[config.mk]
export PLATFORM = sky130hd
export DESIGN_NAME = baopoco_coeff_bank_loader
export DESIGN_NICKNAME = d
export VERILOG_FILES = /design/src/rtl/baopoco_coeff_bank_loader.sv
export SDC_FILE = /design/constraint.sdc
export NUM_CORES = 1
export LEC_CHECK = 0
export ABC_CLOCK_PERIOD_IN_PS = 7900
export BUFFER_PORTS_ARGS = -buffer_cell sky130_fd_sc_hd__buf_2
export CAP_MARGIN = 20
export CORE_ASPECT_RATIO = 1.25
export CORE_MARGIN = 2
export CORE_UTILIZATION = 45
export CTS_CLUSTER_SIZE = 40
export DETAILED_ROUTE_END_ITERATION = 6
export PLACE_DENSITY = 0.78
export SYNTH_ARGS = -nofsm -noshare
export SYNTH_HDL_FRONTEND = slang
export SYNTH_SLANG_ARGS = --single-unit
[constraint.sdc]
create_clock -name user_clk -period 7.9 [get_ports user_clk]
set_input_delay 1.58 -clock user_clk [delete_from_list [all_inputs] [get_ports user_clk]]
set_output_delay 1.58 -clock user_clk [all_outputs]
set_load 0.01 [all_outputs]
[src/rtl/baopoco_coeff_bank_loader.sv]
// Coefficient bank loader: turns software-register commands into writes on the shadow
// bank of a double-buffered coefficient BRAM and swaps the read bank on a frame sync.
module baopoco_coeff_bank_loader #(
  parameter int ADDR_W = 10,
  parameter int DATA_W = 16
) (
  input  logic              user_clk,
  input  logic              user_rst,
  input  logic [31:0]       ctrl_in,
  input  logic [31:0]       addr_in,
  input  logic [31:0]       data_in,
  input  logic              sync_in,
  output logic              bram_we,
  output logic [ADDR_W:0]   bram_addr,
  output logic [DATA_W-1:0] bram_din,
  output logic              rd_bank,
  output logic [31:0]       status_out
);

  localparam logic [1:0] S_IDLE   = 2'd0;
  localparam logic [1:0] S_WRITE  = 2'd1;
  localparam logic [1:0] S_FILL   = 2'd2;
  localparam logic [1:0] S_COMMIT = 2'd3;

  logic [2:0]        ctrl_q, ctrl_d, ctrl_qq, ctrl_dd;
  logic [1:0]        state_q, state_d;
  logic              bram_we_q, bram_we_d;
  logic [ADDR_W:0]   bram_addr_q, bram_addr_d;
  logic [DATA_W-1:0] bram_din_q, bram_din_d;
  logic [ADDR_W-1:0] fill_end_q, fill_end_d;
  logic              rd_bank_q, rd_bank_d;
  logic [15:0]       count_q, count_d;
  logic [31:0]       status_q, status_d;
  logic [2:0]        rise_s;
  logic [ADDR_W-1:0] addr_next_s;
  logic              unused_s;

  assign unused_s = ^{ctrl_in[31:3], addr_in[15:ADDR_W], addr_in[31:16+ADDR_W],
                      data_in[31:DATA_W]};

  // Command decode, write sequencing and bank swap
  always_comb begin
    ctrl_d      = ctrl_in[2:0];
    ctrl_dd     = ctrl_q;
    rise_s      = ctrl_q & ~ctrl_qq;
    state_d     = state_q;
    bram_we_d   = 1'b0;
    bram_addr_d = bram_addr_q;
    bram_din_d  = bram_din_q;
    fill_end_d  = fill_end_q;
    rd_bank_d   = rd_bank_q;
    addr_next_s = bram_addr_q[ADDR_W-1:0] + {{(ADDR_W-1){1'b0}}, 1'b1};
    case (state_q)
      S_IDLE: begin
        // WR > FILL > COMMIT; losing edges are simply dropped
        if (rise_s[0]) begin
          bram_we_d   = 1'b1;
          bram_addr_d = {~rd_bank_q, addr_in[ADDR_W-1:0]};
          bram_din_d  = data_in[DATA_W-1:0];
          state_d     = S_WRITE;
        end else if (rise_s[1]) begin
          bram_we_d   = 1'b1;
          bram_addr_d = {~rd_bank_q, addr_in[ADDR_W-1:0]};
          bram_din_d  = data_in[DATA_W-1:0];
          fill_end_d  = addr_in[16 +: ADDR_W];
          state_d     = S_FILL;
        end else if (rise_s[2]) begin
          state_d = S_COMMIT;
        end else begin
          state_d = S_IDLE;
        end
      end
      S_WRITE: begin
        state_d = S_IDLE;
      end
      S_FILL: begin
        // The address just written is the end address: fill is complete
        if (bram_addr_q[ADDR_W-1:0] == fill_end_q) begin
          state_d = S_IDLE;
        end else begin
          bram_we_d   = 1'b1;
          bram_addr_d = {~rd_bank_q, addr_next_s};
        end
      end
      S_COMMIT: begin
        if (sync_in) begin
          rd_bank_d = ~rd_bank_q;
          state_d   = S_IDLE;
        end else begin
          state_d = S_COMMIT;
        end
      end
      default: begin
        state_d = S_IDLE;
      end
    endcase
    count_d  = count_q + {15'd0, bram_we_d};
    status_d = {count_q, 13'd0, rd_bank_q, (state_q == S_COMMIT), (state_q != S_IDLE)};
  end

  // State and output registers with synchronous reset
  always_ff @(posedge user_clk) begin
    if (user_rst) begin
      ctrl_q      <= 3'd0;
      ctrl_qq     <= 3'd0;
      state_q     <= S_IDLE;
      bram_we_q   <= 1'b0;
      bram_addr_q <= {(ADDR_W+1){1'b0}};
      bram_din_q  <= {DATA_W{1'b0}};
      fill_end_q  <= {ADDR_W{1'b0}};
      rd_bank_q   <= 1'b0;
      count_q     <= 16'd0;
      status_q    <= 32'd0;
    end else begin
      ctrl_q      <= ctrl_d;
      ctrl_qq     <= ctrl_dd;
      state_q     <= state_d;
      bram_we_q   <= bram_we_d;
      bram_addr_q <= bram_addr_d;
      bram_din_q  <= bram_din_d;
      fill_end_q  <= fill_end_d;
      rd_bank_q   <= rd_bank_d;
      count_q     <= count_d;
      status_q    <= status_d;
    end
  end

  assign bram_we    = bram_we_q;
  assign bram_addr  = bram_addr_q;
  assign bram_din   = bram_din_q;
  assign rd_bank    = rd_bank_q;
  assign status_out = status_q;

endmodule

# [Yosys cells after proc, flatten, opt, wreduce, memory -nomap -nowiden]
# Index checks and enable logic that the tools add are counted.
[op_classes] add_sub_neg=2 n_eq_ne=7 n_mux=16 bitwise_logic=4 n_reduce_logical=8
[op_table] operator="$mux W11" count=3
[op_table] operator="$mux W16" count=2
[op_table] operator="$pmux W11 S2" count=1
[op_table] operator="$add A16 B1 Y16" count=1
[op_table] operator="$add A10 B1 Y10 const B" count=1
[op_table] operator="$eq A10 B10 Y1" count=1
[op_table] operator="$mux W2" count=5
[op_table] operator="$pmux W2 S4" count=1
[op_table] operator="$reduce_and A3 Y1" count=2
[op_table] operator="$reduce_bool A2 Y1" count=3
[op_table] operator="$eq A2 B2 Y1 const B" count=2
[op_table] operator="$ne A2 B2 Y1 const B" count=2
[op_table] operator="$reduce_and A2 Y1" count=2
[op_table] operator="$and A3 B3 Y3" count=1
[op_table] operator="$mux W1" count=3
[op_table] operator="$ne A3 B3 Y1 const B" count=1
[op_table] operator="$not A3 Y3" count=1
[op_table] operator="$eq A2 B1 Y1 const B" count=1
[op_table] operator="$logic_not A2 Y1" count=1
[op_table] operator="$not A1 Y1" count=2
[op_table] operator="$pmux W1 S2" count=1
[word_totals] ff_bits=95 word_cells=48

# [Depth between registers and ports, before layout]
# Gate-level depths: netlist of run 1.
[depth] depth_word=6 ltp_mapped=12

# [Worst setup path before layout of run 1]
# No wires, ideal clock.
[synth_path] path_kind="input -> register" start="input port user_rst" end="register count_q[2]" setup_ns=0.128 t_arrival_ns=2.483 required_time_ns=7.772 setup_slack_ns=5.289 stages=4 n_path_buf=3 path_cell_list="clkbuf_1 > clkbuf_1 > buf_1 > nor2_1"
[synth_lines] item="start: declaration" line="8" rtl="input logic user_rst,"
[synth_lines] item="end signal: assignment" line="123" rtl="count_q <= count_d;"
[synth_lines] item="end: declaration" line="32" rtl="logic [15:0] count_q, count_d;"
# No word-level cell between the ends.

# [Final worst setup path of run 1]
[layout_path] start="register bram_addr_q[2], in the netlist bram_addr[2]" end="register count_q[14]"
[layout_via] elab_chain_cells=4
[layout_lines] item="start: declaration" line="28" rtl="logic [ADDR_W:0] bram_addr_q, bram_addr_d;"
[layout_lines] item="start signal: assignment" line="108" rtl="bram_addr_q <= {(ADDR_W+1){1'b0}};"
[layout_lines] item="start signal: assignment" line="119" rtl="bram_addr_q <= bram_addr_d;"
[layout_lines] item="$eq A10 B10 Y1" line="78" rtl="if (bram_addr_q[ADDR_W-1:0] == fill_end_q) begin"
[layout_lines] item="$mux W1" line="78"
[layout_lines] item="$pmux W1 S2" line="53" rtl="case (state_q)"
[layout_lines] item="net bram_we_d" line="27" rtl="logic bram_we_q, bram_we_d;"
[layout_lines] item="$add A16 B1 Y16" line="97" rtl="count_d = count_q + {15'd0, bram_we_d};"
# The timed path passes the listed nets, and every way through them passes these cells.
# A chain may end at the register's enable or synchronous reset.

==> run metrics, run 1 <==
status=completed; area of the die=8104 um^2; Placeable Area=7269 um^2; P per Cell Area=232.1 nW/um^2; Synth async-reset ratio=0; RSZ-0062 raised after global routing=false; Iter 0 DRT Violations=103; Slowest-stage cell, CP=dfxtp_1; Setup crit start=bram_addr[2]; Initial Utilization=0.4578; gpl congestion=0.8864; Post-CTS Setup Inserts=0; Num CTS Buffers=9; fmax=341.3 MHz; Worst Path Arrival=3.14 ns; fin. max-slew vios=0; # IOs=160; Crit. End Element=register; layout cells sized above 1=0.2633; Hold WC Path Type=reg2reg; DR pass1 iterations=5; CP Data Required Time=8.11 ns; num rows=35; flop2flop setup slack=4.97 ns; via count=2705; clk root buf=clkbuf_8; syn_area_per_cell=9.143 um^2; combined area of the multi-input logic cells=1553 um^2; Layout fillers=717; Hold Buf Count CTS=0; period utilization=0.3709; GRT Util Overall=0.1803; Critical R2R Launch=bram_addr[2]; worst hold margin=0.4568 ns; mapped cell area=3328 um^2; Critical Path Max Stage Delay=0.50 ns; Worst Tran Pin Value=0.8598 ns; CTS resizes=0; Min-Delay Startpoint=bram_din[13]; critical path peak fanout=8; post-layout min period=2.930 ns; largest net degree at the start of global routing=84; Chip Width=80.92 um; CTS Sinks=82; commonest non-fill, non-tap cell in the layout=buf_2; Main synth FF type=dfxtp_1; initial antenna violation count=0; final setup margin=4.970 ns; worst-case vdd ir drop=0.1110 mV; clock-pin slew on the worst setup and hold paths=0.09 ns; Leak=1.827 nW; dpl ws=5.006 ns; DIE HEIGHT=100.2 um; Worst setup SP type=register; Clk Latency, worst-skew pair=0.35 ns; Seq. cell area=1642 um^2; Antenna Cells=0; total wire length=7122 um; Post-synth EDFFs=0; Max-Slew Margin vs Limit=0.4268; CTS max path bufs=2; Seq cells post-synth=82; setup TNS=0 ns; Nets=549; synth-to-layout area growth=19.89%; register area share after synthesis=0.4932; Final Skew=0.009349 ns; H-Tree Depth=3; Most common cell on crit path=ha_1; CTS tree=yes; drt drc=0; first-pass GRT wire length=11360 um; final setup fails=0; Syn Inst Count=364; post-synth cell types=49; cells along the critical path=xor2_1, nor4_2, a31o_2, nand2_2, ha_1, ha_1, and3_1, and4_1, nor2b_1, xnor2_1, nor2_1; vias per std cell=4.972; Antenna Nets Post-Route=0; Max-Cap Viols=0; number of global-route vias before repair=2561; I/O Buffers=89; Final Hold Viols=0; Setup CP Type=reg2reg; grt total ovfl=0; Yosys warnings=0; Post-DP HPWL=5074 um; most frequent cells in the layout=89 x buf_2, 82 x dfxtp_1, 51 x nand2_1, 33 x nor2_1, 28 x nor2b_1; wire length per cell=13.09 um
-- Yosys cell counts (all sizes together), types with 3 or more instances --
| master | number | area share |
|---|---|---|
| inv | 3 | 0.0034 |
| xnor2 | 5 | 0.013 |
| clkbuf | 11 | 0.012 |
| xor2 | 17 | 0.045 |
| or3 | 3 | 0.0056 |
| buf | 20 | 0.039 |
| mux2i | 11 | 0.033 |
| a311oi | 4 | 0.014 |
| dfxtp | 82 | 0.49 |
| nor2 | 33 | 0.037 |
| nor4 | 3 | 0.014 |
| a31oi | 6 | 0.013 |
| nor2b | 28 | 0.053 |
| o21ai | 6 | 0.0090 |
| nand2 | 52 | 0.059 |
| and3 | 3 | 0.0056 |
| nand3 | 12 | 0.018 |
| nor3 | 4 | 0.0060 |
| nand4 | 5 | 0.0094 |
| ha | 3 | 0.011 |
| a21oi | 25 | 0.038 |
-- critical path, delay by kind of cell (launching register included) --
family,cells,cell delay [ns]
AND/OR/NAND/NOR,6,1.23
adder cells (fa/ha/maj),2,0.47
XOR/XNOR,2,0.27
flip-flops,1,0.50
AO/OA/AOI/OAI,1,0.33
-- stage by stage --
stage | utilization | cells | area [um^2] | power, mW
global route | 0.5489 | 544 | 3990 | 0.9710
global placement | 0.5201 | 528 | 3781 | 0.6171
CTS | 0.5489 | 544 | 3990 | 0.9346
floorplan | - | 376 | 3373 | 0.5766
finish | 0.5489 | 544 | 3990 | 0.9262
detailed placement | 0.5201 | 528 | 3781 | 0.6227
-- path summary, 6_finish.rpt --
kind,to,depth (start not counted)
worst min-delay path,bram_din[13],2
worst max register to register,count_q[14],11
worst min register to register,bram_din[13],2
worst max-delay path,count_q[14],11
-- sequential cells by signal (all words and copies together) (netlist names) --
| name | flops |
|---|---|
| status_out | 19 |
| bram_din | 16 |
| count_q | 16 |
| bram_addr | 11 |
| fill_end_q | 10 |
| ctrl_dd | 3 |
| ctrl_qq | 3 |
| state_q | 2 |
| bram_we | 1 |
| rd_bank | 1 |
-- logic make-up (layout without fill, tap and decap cells) --
group	count (synthesis)	after routing	synth area share
other	1	13	0.001127
multiplexers	12	12	0.03647
adder cells (fa/ha/maj)	3	3	0.01128
flip-flops	82	82	0.4932
AO/OA/AOI/OAI	56	56	0.1132
XOR/XNOR	22	22	0.05789
buffers and inverters	34	110	0.05489
AND/OR/NAND/NOR	154	154	0.2320
-- routing by layer --
metal / global-route usage / part of all wire / wire (um)
met4: 0.08605 / 0.016 / 114
met5: 0 / 0 / 0
met2: 0.3007 / 0.50 / 3559
met3: 0.04496 / 0.047 / 338
met1: 0.2146 / 0.44 / 3109
-- report_power, final --
| part | internal [mW] | switching, mW |
|---|---|---|
| registers | 0.438 | 0.0250 |
| clock network | 0.152 | 0.161 |
| logic | 0.0616 | 0.0878 |
-- cell type report --
class                      instances  share of cell area
clock buffer                       9             0.03104
sequential                        82              0.4114
timing repair buffer              91              0.1154
inverter                           3            0.002822
multi-input combinational        260              0.3892
tap                               92             0.02885
clock inverter                     7             0.02132
Power figures use the tool's default switching activity.
==> run 2: changes to the inputs <==
--- a/config.mk
+++ b/config.mk
@@ -5,7 +5,8 @@
 export SDC_FILE = /design/constraint.sdc
 export NUM_CORES = 1
 export LEC_CHECK = 0
-export ABC_CLOCK_PERIOD_IN_PS = 7900
+export ABC_AREA = 1
+export ABC_CLOCK_PERIOD_IN_PS = 3000
 export BUFFER_PORTS_ARGS = -buffer_cell sky130_fd_sc_hd__buf_2
 export CAP_MARGIN = 20
 export CORE_ASPECT_RATIO = 1.25
==> constraint.sdc (replaced) <==
create_clock -name user_clk -period 3 [get_ports user_clk]
set_input_delay 0.6 -clock user_clk [delete_from_list [all_inputs] [get_ports user_clk]]
set_output_delay 0.6 -clock user_clk [all_outputs]
set_load 0.01 [all_outputs]
==> run metrics, run 2 <==
max FFs per register=19; top cell type's share of synthesized area=0.4811; Comb power frac=0.174; Max-Slew Margin vs Limit=0.6560; Crit. End Element=register; period utilization=0.8381; Initial Utilization=0.4638; count leader, synth=nor2_1; Yosys warnings=0; CTS resizes=0; Post-CTS Setup Inserts=0; GRT Util Overall=0.1788; Antenna Cells=0; Synth top cells by count=106 x nor2_1, 82 x dfxtp_1, 73 x nand2_1; CTS tree=yes; CP Data Required Time=3.26 ns; Worst setup SP type=register; # IOs=160; synth-to-layout area growth=20.98%; drt drc=0; CTS Sinks=82; fin. max-slew vios=0; Most common cell on crit path=nor2_1; Worst Tran Pin Value=0.5148 ns; cells along the critical path=nand2_1, nand2_1, nor2_1, nand3_1, o21bai_4, nand2_4, ha_1, ha_1, nand2_1, nor2_1, nand3_1, nor2_2, nand3_2, nor2_1, nor2_1, nor3_1; vias per std cell=4.655; Critical Path Max Stage Delay=0.49 ns; Final Skew=0.01351 ns; Post-DP HPWL=5244 um; Syn Inst Count=468; RSZ-0062 raised after global routing=false; worst-case vdd ir drop=0.4414 mV; Seq pwr share=0.465; number of global-route vias before repair=2815; register area share after synthesis=0.4811; Hold Buf Count CTS=0; Worst Path Buf+Inv=0; Antenna Nets Post-Route=0; Chip Width=81.89 um; status=completed; post-synth cell types=30; Clk Latency, worst-skew pair=0.34 ns; ranking of synthesized cells by area=dfxtp_1 48%, nor2_1 12%, nand2_1 8.0%; area of the die=8299 um^2; Int Pwr=1.915 mW; I/O Buffers=89; Slowest-stage cell, CP=dfxtp_1; Switching Power=0.7411 mW; Setup CP Type=reg2reg; Leak=1.987 nW; num rows=35; H-Tree Depth=3; largest net degree at the start of global routing=41; wire length per cell=11.20 um; total wire length=7305 um; DR pass1 iterations=4; P per Cell Area=643.4 nW/um^2; Num CTS Buffers=9; most frequent cells in the layout=106 x nor2_1, 89 x buf_2, 82 x dfxtp_1, 73 x nand2_1, 55 x inv_1; clock-pin slew on the worst setup and hold paths=0.09 ns; cell taking the most area after synthesis=dfxtp_1; Core Util, Final=0.5611; initial antenna violation count=0; Hold WC Path Type=reg2reg; Iter 0 DRT Violations=125; Worst Path Arrival=2.77 ns; CTS max path bufs=2; post-layout min period=2.514 ns; Final Non-Filler Cells=652; mapped cell area=3412 um^2; switching part of the total=0.2791; via count=3035; Post-synth EDFFs=0; final setup fails=0; Placeable Area=7357 um^2; critical path peak fanout=13; Main synth FF type=dfxtp_1; layout cells sized above 1=0.2125; DIE HEIGHT=101.4 um; setup TNS=0 ns; clk root buf=clkbuf_8; cell family with most CP delay=simple AND/OR/NAND/NOR gates; Nets=657; grt total ovfl=0; first-pass GRT wire length=11760 um; Final Hold Viols=0; gpl congestion=0.7886; worst hold margin=0.4297 ns; clock network fraction of design power=0.360; dpl cells=636; Max-Cap Viols=0; syn_area_per_cell=7.291 um^2; Overall Power=2.656 mW; Synth async-reset ratio=0; fmax=397.7 MHz; Seq cells post-synth=82; commonest non-fill, non-tap cell in the layout=nor2_1
run 2: layer usage:
layer / global-route usage / wire, um / share of wire
met1: 0.1981 / 3091 / 0.42
met2: 0.3202 / 3698 / 0.51
met3: 0.05258 / 398 / 0.054
met4: 0.06282 / 116 / 0.016
met5: 0 / 0 / 0
run 2: tightest hold or removal path, stage by stage (launching register included):
cell and delay [ns]:
dfxtp_1 0.32, inv_1 0.05, nor2_1 0.03
run 2: layout make-up:
| class | instances | area, um^2 |
|---|---|---|
| Fill cell | 721 | 3229 |
| Sequential cell | 82 | 1642 |
| Multi-Input combinational cell | 309 | 1405 |
| Timing Repair Buffer | 96 | 510.5 |
| Inverter | 57 | 214.0 |
| Clock buffer | 10 | 127.6 |
| Tap cell | 92 | 115.1 |
| Clock inverter | 6 | 113.9 |
run 2: worst paths after layout:
path                     start        endpoint  slack, ns  depth (start not counted)
setup / recovery  bram_addr[2]     count_q[14]       0.49                         16
hold / removal      count_q[0]  status_out[16]       0.43                          2
setup reg to reg  bram_addr[2]     count_q[14]       0.49                         16
hold reg to reg     count_q[0]  status_out[16]       0.43                          2
run 2: logic make-up after synthesis:
logic type | synth area share
AO/OA/AOI/OAI | 0.1283
other | 0.001099
AND/OR/NAND/NOR | 0.2450
flip-flops | 0.4811
adder cells (fa/ha/maj) | 0.01100
XOR/XNOR | 0.01027
multiplexers | 0.002934
buffers and inverters | 0.1203
run 2: through the flow:
step / worst slack, ns / area (um^2)
6_report: 0.4856 / 4128
5_1_grt: 0.1162 / 4128
4_1_cts: 0.4828 / 4128
3_5_place_dp: 0.5144 / 3886
3_3_place_gp: 0.5891 / 3886
2_1_floorplan: 0.7183 / 3457
run 2: power groups by stage:
| stage | combinational [mW] | clock, mW | sequential, mW |
|---|---|---|---|
| after global placement | 0.453 | 0 | 1.26 |
| final | 0.463 | 0.957 | 1.24 |
| after detailed placement | 0.466 | 0 | 1.26 |
| after global routing | 0.531 | 1.01 | 1.25 |
| after floorplan | 0.318 | 0 | 1.27 |
| after CTS | 0.467 | 0.973 | 1.24 |
